$ cat src/rtl/gpio_pkg.sv
// Shared definitions for the GPIO AHB-Lite slaves: register word offsets,
// AHB transfer encodings and the byte-lane mask helper.
package gpio_pkg;

  // Register word offsets, i.e. the value of HADDR[4:2].
  localparam logic [2:0] GPIO_OFF_DATA = 3'd0;  // byte offset 0x00
  localparam logic [2:0] GPIO_OFF_OE   = 3'd1;  // byte offset 0x04
  localparam logic [2:0] GPIO_OFF_SET  = 3'd2;  // byte offset 0x08
  localparam logic [2:0] GPIO_OFF_CLR  = 3'd3;  // byte offset 0x0C
  localparam logic [2:0] GPIO_OFF_TGL  = 3'd4;  // byte offset 0x10
  localparam logic [2:0] GPIO_OFF_IN   = 3'd5;  // byte offset 0x14

  // HTRANS encodings.
  localparam logic [1:0] HTRANS_IDLE   = 2'b00;
  localparam logic [1:0] HTRANS_BUSY   = 2'b01;
  localparam logic [1:0] HTRANS_NONSEQ = 2'b10;
  localparam logic [1:0] HTRANS_SEQ    = 2'b11;

  // HSIZE encodings (anything wider than a word is handled as a word).
  localparam logic [2:0] HSIZE_BYTE = 3'b000;
  localparam logic [2:0] HSIZE_HALF = 3'b001;
  localparam logic [2:0] HSIZE_WORD = 3'b010;

  // Byte lanes touched by a transfer of size hsize at byte address addr.
  function automatic logic [3:0] ahb_lane_mask(input logic [2:0] hsize,
                                               input logic [1:0] addr);
    logic [3:0] m;
    case (hsize)
      HSIZE_BYTE: m = 4'b0001 << addr;
      HSIZE_HALF: m = addr[1] ? 4'b1100 : 4'b0011;
      default:    m = 4'b1111;
    endcase
    return m;
  endfunction

  // Expand a 4-bit lane mask into a 32-bit bit mask.
  function automatic logic [31:0] ahb_lane_bits(input logic [3:0] lanes);
    return {{8{lanes[3]}}, {8{lanes[2]}}, {8{lanes[1]}}, {8{lanes[0]}}};
  endfunction

endpackage

$ cat src/rtl/gpio_sync2.sv
// Two-flop synchroniser bringing asynchronous pin levels into the bus clock.
module gpio_sync2 #(
  parameter int unsigned WIDTH = 8
) (
  input  logic             clk,
  input  logic             rst,
  input  logic [WIDTH-1:0] d,
  output logic [WIDTH-1:0] q
);

  logic [WIDTH-1:0] meta;

  // First stage may go metastable; second stage gives it a cycle to settle.
  always_ff @(posedge clk or posedge rst) begin
    if (rst) begin
      meta <= '0;
      q    <= '0;
    end else begin
      meta <= d;
      q    <= meta;
    end
  end

endmodule

$ cat src/rtl/ahblite_gpio_write.sv
// AHB-Lite slave owning the GPIO output data and output-enable registers,
// with atomic SET/CLR/TGL aliases and a synchronised pin readback.
// Zero wait states, always OKAY.
module ahblite_gpio_write
  import gpio_pkg::*;
#(
  parameter int unsigned GPIO_WIDTH = 8,
  parameter logic [31:0] DATA_RESET = 32'h0,
  parameter logic [31:0] OE_RESET   = 32'h0
) (
  input  logic                  HCLK,
  input  logic                  HRESET,
  input  logic                  HSEL,
  input  logic [31:0]           HADDR,
  input  logic [1:0]            HTRANS,
  input  logic [2:0]            HSIZE,
  input  logic [3:0]            HPROT,
  input  logic                  HWRITE,
  input  logic [31:0]           HWDATA,
  input  logic                  HREADY,
  output logic                  HREADYOUT,
  output logic [31:0]           HRDATA,
  output logic                  HRESP,
  output logic [GPIO_WIDTH-1:0] IO_WRITE,
  output logic [GPIO_WIDTH-1:0] IO_OE,
  input  logic [GPIO_WIDTH-1:0] IO_IN
);

  // Handshake: an address phase is taken on a rising edge when
  // HSEL & HREADY & HTRANS[1]; its data phase occupies the following cycle
  // and always completes at the next edge because HREADYOUT is tied high.
  // Any other cycle leaves no transfer pending.
  logic                  accept;
  logic                  wr_pend;
  logic                  rd_pend;
  logic [2:0]            addr_q;
  logic [3:0]            lane_q;
  logic [GPIO_WIDTH-1:0] data_q;
  logic [GPIO_WIDTH-1:0] oe_q;
  logic [GPIO_WIDTH-1:0] in_sync;
  logic [31:0]           mask_full;
  logic [31:0]           wbits_full;
  logic [GPIO_WIDTH-1:0] mbits;
  logic [GPIO_WIDTH-1:0] wbits;
  logic [31:0]           rdata;
  logic                  unused_ok;

  assign accept = HSEL & HREADY & HTRANS[1];

  // Write data restricted to the lanes captured in the address phase; bits
  // outside those lanes read as zero so SET/CLR/TGL leave them alone.
  assign mask_full  = ahb_lane_bits(lane_q);
  assign wbits_full = HWDATA & mask_full;
  assign mbits      = mask_full[GPIO_WIDTH-1:0];
  assign wbits      = wbits_full[GPIO_WIDTH-1:0];

  // Address-phase capture; a new capture and the previous data phase share
  // the same edge, so pending state is simply overwritten each cycle.
  always_ff @(posedge HCLK or posedge HRESET) begin
    if (HRESET) begin
      wr_pend <= 1'b0;
      rd_pend <= 1'b0;
      addr_q  <= '0;
      lane_q  <= '0;
    end else begin
      wr_pend <= accept & HWRITE;
      rd_pend <= accept & ~HWRITE;
      if (accept) begin
        addr_q <= HADDR[4:2];
        lane_q <= ahb_lane_mask(HSIZE, HADDR[1:0]);
      end
    end
  end

  // Data-phase register update, applied at the edge ending the write.
  always_ff @(posedge HCLK or posedge HRESET) begin
    if (HRESET) begin
      data_q <= DATA_RESET[GPIO_WIDTH-1:0];
      oe_q   <= OE_RESET[GPIO_WIDTH-1:0];
    end else if (wr_pend) begin
      case (addr_q)
        GPIO_OFF_DATA: data_q <= (data_q & ~mbits) | wbits;
        GPIO_OFF_OE:   oe_q   <= (oe_q & ~mbits) | wbits;
        GPIO_OFF_SET:  data_q <= data_q | wbits;
        GPIO_OFF_CLR:  data_q <= data_q & ~wbits;
        GPIO_OFF_TGL:  data_q <= data_q ^ wbits;
        default: ;
      endcase
    end
  end

  gpio_sync2 #(.WIDTH(GPIO_WIDTH)) u_sync (
    .clk (HCLK),
    .rst (HRESET),
    .d   (IO_IN),
    .q   (in_sync)
  );

  // Read mux; driven only while a read data phase is in progress.
  always_comb begin
    rdata = '0;
    if (rd_pend) begin
      case (addr_q)
        GPIO_OFF_DATA, GPIO_OFF_SET,
        GPIO_OFF_CLR,  GPIO_OFF_TGL: rdata[GPIO_WIDTH-1:0] = data_q;
        GPIO_OFF_OE:                 rdata[GPIO_WIDTH-1:0] = oe_q;
        GPIO_OFF_IN:                 rdata[GPIO_WIDTH-1:0] = in_sync;
        default: ;
      endcase
    end
  end

  assign HRDATA    = rdata;
  assign HREADYOUT = 1'b1;
  assign HRESP     = 1'b0;
  assign IO_WRITE  = data_q;
  assign IO_OE     = oe_q;

  // Bus fields that carry no meaning for this slave.
  assign unused_ok = ^{HPROT, HADDR[31:5], HTRANS[0], wbits_full, mask_full};

endmodule

$ cat config.mk
export PLATFORM = sky130hd
export DESIGN_NAME = ahblite_gpio_write
export DESIGN_NICKNAME = d
export VERILOG_FILES = /design/src/rtl/gpio_pkg.sv /design/src/rtl/gpio_sync2.sv /design/src/rtl/ahblite_gpio_write.sv
export SDC_FILE = /design/constraint.sdc
export NUM_CORES = 1
export LEC_CHECK = 0
export CELL_PAD_IN_SITES_DETAIL_PLACEMENT = 0
export CELL_PAD_IN_SITES_GLOBAL_PLACEMENT = 1
export CORE_ASPECT_RATIO = 0.5
export CORE_UTILIZATION = 26
export DETAILED_ROUTE_END_ITERATION = 7
export PLACE_DENSITY = 0.79
export SYNTH_ARGS = -nofsm -noshare
export SYNTH_HDL_FRONTEND = slang
export SYNTH_SLANG_ARGS = --single-unit
$ cat constraint.sdc
create_clock -name HCLK -period 1.9 [get_ports HCLK]
set_input_delay 0.38 -clock HCLK [delete_from_list [all_inputs] [get_ports HCLK]]
set_output_delay 0.38 -clock HCLK [all_outputs]
set_load 0.02 [all_outputs]
==> After elaboration in Yosys (flattened, before gate mapping) <==
Cells that the tools add are included.
{ "totals": {"mem_bits_rw": 0, "out_inout_bits": 50, "rom_bits": 0, "in_bits": 86, "latch_bits": 0, "reg_bits": 38, "mem_count": 0, "wordCells": 41} }
{ "op_classes": {"eq_ne": 6, "magnitude_cmp": 0, "n_div": 0, "add_sub_neg": 0, "multipliers": 0, "muxes": 5, "n_reduce_logical": 6, "shifts": 1, "bitwise": 15} }
{ "op_table": {"columns": ["operator", "n"], "rows": [
  ["bitwise AND 8 bit", 4],
  ["case mux 8 bit (4 select lines)", 1],
  ["OR 8 bit", 3],
  ["case mux 8 bit (3 select lines)", 1],
  ["inverter 8 bit", 2],
  ["2-to-1 mux 8 bit", 1],
  ["bitwise XOR 8 bit", 1],
  ["== test 3 x 1 -> 1 bit, second input constant", 2],
  ["== test 3 x 2 -> 1 bit, second input constant", 2],
  ["== test 3 bit, second input constant", 2],
  ["logical NOT 3 bit", 2],
  ["bitwise AND 1 bit", 4],
  ["AND reduction 2 bit", 2],
  ["nonzero test 4 bit", 1],
  ["OR reduction 4 bit", 1],
  ["case mux 1 bit (2 select lines)", 1],
  ["<< shifter 1 x 2 -> 1 bit, first input constant", 1],
  ["2-to-1 mux 1 bit", 1],
  ["inverter 1 bit", 1]
]} }

==> Logic depth before layout (Yosys ltp) <==
Gate-level depths: netlist of run 1.
{ "logic_depth": {"word_depth": 4, "mapped_depth": 8, "ltp_nobuf": 7} }

==> Modules after synthesis <==
A second synthesis of run 1 with hierarchy kept.
{ "hier_totals": {"hier_cells": 218, "area_unflattened_um2": 2197.1} }
{ "modules_own_cells": {"columns": ["module", "seq_area_each_um2", "n_inst", "area_each_um2", "cells_per_inst"], "rows": [
  ["ahblite_gpio_write", 550.5, 1, 1793.0, 201],
  ["gpio_sync2", 400.4, 1, 404.1, 17]
]} }

==> Worst setup path after synthesis of run 1 <==
OpenSTA, ideal clock, no wires.
{ "synth_timing": {"path_type": "reg-to-output", "startpoint": "register addr_q[2]", "endpoint": "output HRDATA[4]", "stages_incl_launch_ff": 7, "setup_slack_ns": 0.254, "n_path_buf": 2, "required_time_ns": 1.520, "t_arrival_ns": 1.266, "cell_sequence": "dfrtp_1 -> buf_6 -> buf_2 -> mux2i_1 -> nor2_1 -> a21oi_1 -> nor2b_1"} }
{ "synth_between": {"elab_chain_cells": 4, "word_cells_on_any_way": 9, "classes_between": "5 x eq/ne; 2 x mux; 2 x reduce/logical"} }
{ "synth_lines": {"columns": ["element", "line", "source"], "rows": [
  ["from (decl)", "ahblite_gpio_write.sv:36", "logic [2:0] addr_q;"],
  ["from (signal assigned)", "ahblite_gpio_write.sv:69", "addr_q <= HADDR[4:2];"],
  ["== test 3 bit (tied with other cells)", "ahblite_gpio_write.sv:103", "case (addr_q)"],
  ["OR reduction 4 bit", "ahblite_gpio_write.sv:103", null],
  ["case mux 8 bit (3 select lines) (*)", "ahblite_gpio_write.sv:103", null],
  ["2-to-1 mux 8 bit (*)", "ahblite_gpio_write.sv:102", "if (rd_pend) begin"],
  ["to (decl)", "ahblite_gpio_write.sv:22", "output logic [31:0] HRDATA,"]
]} }
Every way passes the cells marked *; elsewhere a longest branch is shown, timed or not.

==> Worst setup path after layout of run 1 <==
{ "layout_timing": {"startpoint": "register addr_q[2]", "endpoint": "output HRDATA[7]"} }
Same word-level chain as after synthesis.

==> flow_summary.toml, run 1 <==
[outcome]
status = "completed"

[clock_tree]
root_buffer = "clkbuf_16"
numCtsBuffers = 5
clk_latency_ns = 0.28
clk_pin_slew_ns = 0.06
hold_buffers = 0
h-tree-depth = 2
clkSinkCount = 38
clockBufferDepth = 2
cts_tree = "yes"

[placed_design]
pre_cts_ws_ns = -0.178
dp_hpwl_um = 3800
dp.cells = 381
placed_area_um2 = 2720
portBuffers = 53
gp_congestion = 0.755

[synth]
synth_xor_area_share_pct = 0
synth_cell_type_count = 27
synth_seq_cells = 38
synthAdderAreaFrac_pct = 4.75
seq_area_frac_synth_pct = 45.1
synth-compound-area-share_pct = 10.8
syn_inst = 216
yosys.area_share.simple_pct = 16.2
yosys_warnings = 0
syn-cell-area_um2 = 2110
avgSynthCellArea_um2 = 9.75
synth_top_family_by_area = "simple AND/OR/NAND/NOR gates"
synth_mux_area_share_pct = 9.68

[grt]
grt_max_degree = 39
grt_pass1_vias = 1588
antenna_found_initial = 0
overflow = 0
grt.total_usage_pct = 12.1
grt_pass1_wl_um = 7840

[worst_setup_path]
slowest_delay_ns = 0.43
worstReg2RegEnd = "IO_WRITE[7]"
path_depth = 6
crit_start = "addr_q[2]"
crit_path_end = "HRDATA[7]"
path_max_fanout = 5
critical_path_buf_inv_count = 1
critPathCaptureType = "primary output"
worstRegToRegCells = 7
worstSetupPathType = "flop to primary output"
critPathTopFamily = "flip-flops"
start_kind = "flop"
slowest_stage = "dfrtp_2"
rrSetupSlack_ns = 0.10
crit_path_cell_trace = "mux2i_2 > nor2_1 > a21oi_1 > o22ai_1 > and2_1 > buf_6"
r2r-start = "addr_q[2]"
crit_arrival_ns = 1.49
required_ns = 1.52

[timing]
min_period_ns = 1.87
maxSlewViolCount = 0
layout_setup_ws_ns = 0.0303
clock_skew_ns = 0.00373
fin_hold_ws_ns = 0.348
fin_tns_setup_ns = 0
fmax_mhz = 535
hold_violations = 0
rsz0062_at_grt = "true"
post-route-period-util_pct = 98.4
setup_violations = 0

[drt]
drtPass1Iterations = 4
via_per_inst = 4.15
num_vias = 1618
drc_errors = 0
wl_per_cell_um = 12.3
wl_um = 4780
dr.first_iter.drc_count = 57
antenna_left = 0

[die]
io_pins = 136
core_um2 = 7570
fp-row-count = 22
fp.dieW_um = 129
die_area_um2 = 8490
fp.dieH_um = 65.7
floorplan.initialDensity_pct = 27.8

[cells_and_area]
drive_gt1_share_pct = 18.4
syn2layout_area_growth_pct = 37.5
design_area_um2 = 2900
num-nets-final = 375
final_cells = 390
final_core_util_pct = 38.3
fill_cells = 737
insertedDiodeCount = 0

[power]
p_leak_nw = 1.33
p_per_area_nw_per_um2 = 1170
p_total_mw = 3.38
vdd.ir_drop.worst_uv = 407

[flow_run]
maxCapViolCount = 0

[worst_hold_path]
hp-class = "flop to flop"
-- what timing repair did --
action | CTS | global route
buffers inserted | 0 | 1
pin swaps | 0 | 1
setup endpoints to repair | 8 | 8
resized for setup | 39 | 4
endpoints found under the hold margin | 0 | 0
-- layer usage --
metal	vias to the layer above	GRT usage, %	part of all wire (%)
met5	-	0	0
met4	0	3.53	0.29
met3	2	2.52	4.0
met2	48	21.1	51
met1	765	15.2	45
li1	803	-	-
-- worst reg2reg max path, delay by kind of cell (launching register included) --
kind	cells	cell delay [ns]
AND/OR/NAND/NOR	2	0.34
flip-flops	1	0.45
AO/OA/AOI/OAI	3	0.59
buffers and inverters	2	0.29
-- synthesized netlist by cell type --
cell type,instances,area [um^2]
dfrtp_1,38,951
buf_4,28,210
nand2_1,24,90.1
a21oi_1,20,100
nor2_1,20,75.1
mux2_2,11,124
nand2b_1,10,62.6
ha_1,8,100
mux2i_1,8,80.1
nor2b_1,7,43.8
o21ai_0,7,35.0
o22ai_1,7,43.8
inv_1,6,22.5
buf_2,4,20.0
a2111oi_0,2,17.5
and2_1,2,12.5
buf_6,2,22.5
conb_1,2,7.51
o21ai_2,2,17.5
a22o_1,1,8.76
nand2_4,1,11.3
nand3_1,1,5.00
nand3b_1,1,7.51
nor3_4,1,16.3
nor4_1,1,6.26
o21ai_1,1,5.00
or3b_4,1,11.3
-- cell usage in the layout, fill, tap and decap left out --
cell type / synthesis / routed
clkdlybuf4s50_1: 0 / 45
buf_6: 2 / 2
mux2i_2: 0 / 2
nand2b_1: 10 / 8
nand2_1: 24 / 24
nand2b_4: 0 / 2
mux2i_1: 8 / 6
nand2_4: 1 / 1
or3b_4: 1 / 1
buf_2: 4 / 6
nor2_1: 20 / 20
clkbuf_16: 0 / 5
and2_1: 2 / 2
o21ai_0: 7 / 7
bufinv_16: 0 / 1
nand3_1: 1 / 1
nor3_4: 1 / 1
nand3b_1: 1 / 1
inv_1: 6 / 6
nor2b_1: 7 / 7
a21oi_1: 20 / 20
conb_1: 2 / 26
ha_1: 8 / 8
nor4_1: 1 / 1
o22ai_1: 7 / 7
mux2_2: 11 / 11
o21ai_4: 0 / 1
a22o_1: 1 / 1
dfrtp_1: 38 / 37
a2111oi_0: 2 / 2
buf_4: 28 / 15
o21ai_2: 2 / 1
clkinvlp_4: 0 / 2
dfrtp_2: 0 / 1
o21ai_1: 1 / 1
-- area by class of cell --
class                           count  area (um^2)  share of cell area [%]
Sequential cell                    38          952                    32.9
Timing Repair Buffer               68          616                    21.3
Multi-Input combinational cell    162         1000                    34.6
Inverter                            6         22.5                   0.778
Clock inverter                      3         45.0                    1.56
Clock buffer                        5          125                    4.32
Tap cell                          108          135                    4.67
-- worst min path at each step --
stage,start,end,slack (ns),depth (start not counted)
floorplan,u_sync.meta[0],u_sync.q[0],0.33,0
global placement,u_sync.meta[1],u_sync.q[1],0.33,0
detailed placement,u_sync.meta[6],u_sync.q[6],0.34,0
CTS,u_sync.meta[6],u_sync.q[6],0.35,0
global route,u_sync.meta[7],u_sync.q[7],0.35,0
finish,u_sync.meta[6],u_sync.q[6],0.35,0
-- power breakdown --
part,switching (mW),internal [mW]
clock,0.315,0.618
combinational,0.651,0.624
sequential,0.204,0.970
total,1.17,2.21
-- cell families after synthesis --
logic type	after synthesis
compound gates	40
buf+inv	40
mux	19
flops	38
other cells	2
simple gates	69
fa+ha+maj	8
Note: power is estimated with default switching activity, not from simulation.
==> run 2, diff against run 1 <==
--- a/config.mk
+++ b/config.mk
@@ -9,7 +9,9 @@
 export CELL_PAD_IN_SITES_GLOBAL_PLACEMENT = 1
 export CORE_ASPECT_RATIO = 0.5
 export CORE_UTILIZATION = 26
+export CTS_BUF_LIST = sky130_fd_sc_hd__clkbuf_16
 export DETAILED_ROUTE_END_ITERATION = 7
+export MAX_ROUTING_LAYER = met4
 export PLACE_DENSITY = 0.79
 export SYNTH_ARGS = -nofsm -noshare
 export SYNTH_HDL_FRONTEND = slang
==> flow_summary.toml, run 2 (same netlist as run 1, synthesis figures left out) <==
[outcome]
status = "completed"

[timing]
hold_violations = 0
rsz0062_at_grt = "true"
min_period_ns = 1.87
clock_skew_ns = 0.00387
fin_hold_ws_ns = 0.348
fmax_mhz = 535
setup_violations = 0
post-route-period-util_pct = 98.4
maxSlewViolCount = 0
fin_tns_setup_ns = 0

[cells_and_area]
multi_input_area_um2 = 1000
syn2layout_area_growth_pct = 37.5
final_common_cell = "clkdlybuf4s50_1"
design_area_um2 = 2900
seqCellArea_um2 = 952
final_core_util_pct = 38.3
fill_cells = 737
insertedDiodeCount = 0
most-common-layout-cells = "clkdlybuf4s50_1 (45), dfrtp_1 (37), conb_1 (26)"
drive_gt1_share_pct = 18.4
num-nets-final = 375

[worst_setup_path]
critPathCaptureType = "primary output"
crit_start = "addr_q[2]"
worstReg2RegEnd = "IO_WRITE[7]"
crit_path_end = "HRDATA[7]"
r2r-start = "addr_q[2]"
rrSetupSlack_ns = 0.10
start_kind = "flop"
path_max_fanout = 5
worstSetupPathType = "flop to primary output"
worstRegToRegCells = 7
crit_arrival_ns = 1.49
required_ns = 1.52

[power]
vdd.ir_drop.worst_uv = 408
p_per_area_nw_per_um2 = 1170
p_total_mw = 3.38
p_leak_nw = 1.33

[clock_tree]
clkSinkCount = 38
cts_tree = "yes"
h-tree-depth = 2
clk_latency_ns = 0.28
numCtsBuffers = 5
clk_pin_slew_ns = 0.06
root_buffer = "clkbuf_16"
clockBufferDepth = 2

[placed_design]
portBuffers = 53
gp_congestion = 0.764
placed_area_um2 = 2720
dp_hpwl_um = 3800

[die]
fp.dieH_um = 65.7
floorplan.initialDensity_pct = 27.8
core_um2 = 7570
fp-row-count = 22
fp.dieW_um = 129
io_pins = 136
die_area_um2 = 8490

[drt]
wl_um = 4790
drc_errors = 0
dr.first_iter.drc_count = 65
antenna_left = 0
num_vias = 1609
drtPass1Iterations = 4
wl_per_cell_um = 12.3
via_per_inst = 4.13

[flow_run]
maxCapViolCount = 0

[grt]
grt_pass1_wl_um = 7850
grt_pass1_vias = 1579
grt.total_usage_pct = 12.5
antenna_found_initial = 0
grt_max_degree = 39
overflow = 0

[worst_hold_path]
hp-class = "flop to flop"
## run 2: how the worst min path moves through the flow
| stage | to | from | cells after the start |
|---|---|---|---|
| floorplan | u_sync.q[0] | u_sync.meta[0] | 0 |
| global placement | u_sync.q[1] | u_sync.meta[1] | 0 |
| detailed placement | u_sync.q[6] | u_sync.meta[6] | 0 |
| CTS | u_sync.q[6] | u_sync.meta[6] | 0 |
| global route | u_sync.q[7] | u_sync.meta[7] | 0 |
| finish | u_sync.q[6] | u_sync.meta[6] | 0 |
## run 2: per-stage QoR
| stage | instances | setup slack, ns |
|---|---|---|
| 6_report | 390 | 0.0304 |
| 3_3_place_gp | 381 | -0.155 |
| 5_1_grt | 390 | -0.0629 |
| 3_5_place_dp | 381 | -0.178 |
| 4_1_cts | 389 | -0.0215 |
| 2_1_floorplan | 240 | 0.254 |
## run 2: area by class of cell
type                    instances  area share, %
clock buffers                   5           4.32
clock inverters                 3           1.56
inverters                       6          0.778
multi-input cells             162           34.6
flip-flops and latches         38           32.9
well taps                     108           4.67
repair buffers                 68           21.3
## run 2: critical path: stages (launching register included)
cell     delay (ns)
dfrtp_2        0.43
mux2i_2        0.23
nor2_1         0.06
a21oi_1        0.11
o22ai_1        0.08
and2_1         0.17
buf_6          0.13
## run 2: timing repair
item                       4_1_cts  5_1_grt
buffers inserted                 0        1
setup endpoints to repair        8        8
pin swaps                        0        1
hold buffers                     0        0
resized for setup               39        4
## run 2: per-layer routing
metal | up-vias | wire length [um] | global-route usage, %
li1 | 802 | - | -
met1 | 764 | 2200 | 15.2
met2 | 41 | 2410 | 21.2
met3 | 2 | 144 | 2.44
met4 | 0 | 27 | 3.53
met5 | - | 0 | -
## run 2: report_power, final
part | internal (mW) | switching (mW) | leakage, nW
clock | 0.618 | 0.316 | 0.0760
sequential | 0.970 | 0.206 | 0.460
combinational | 0.624 | 0.651 | 0.794
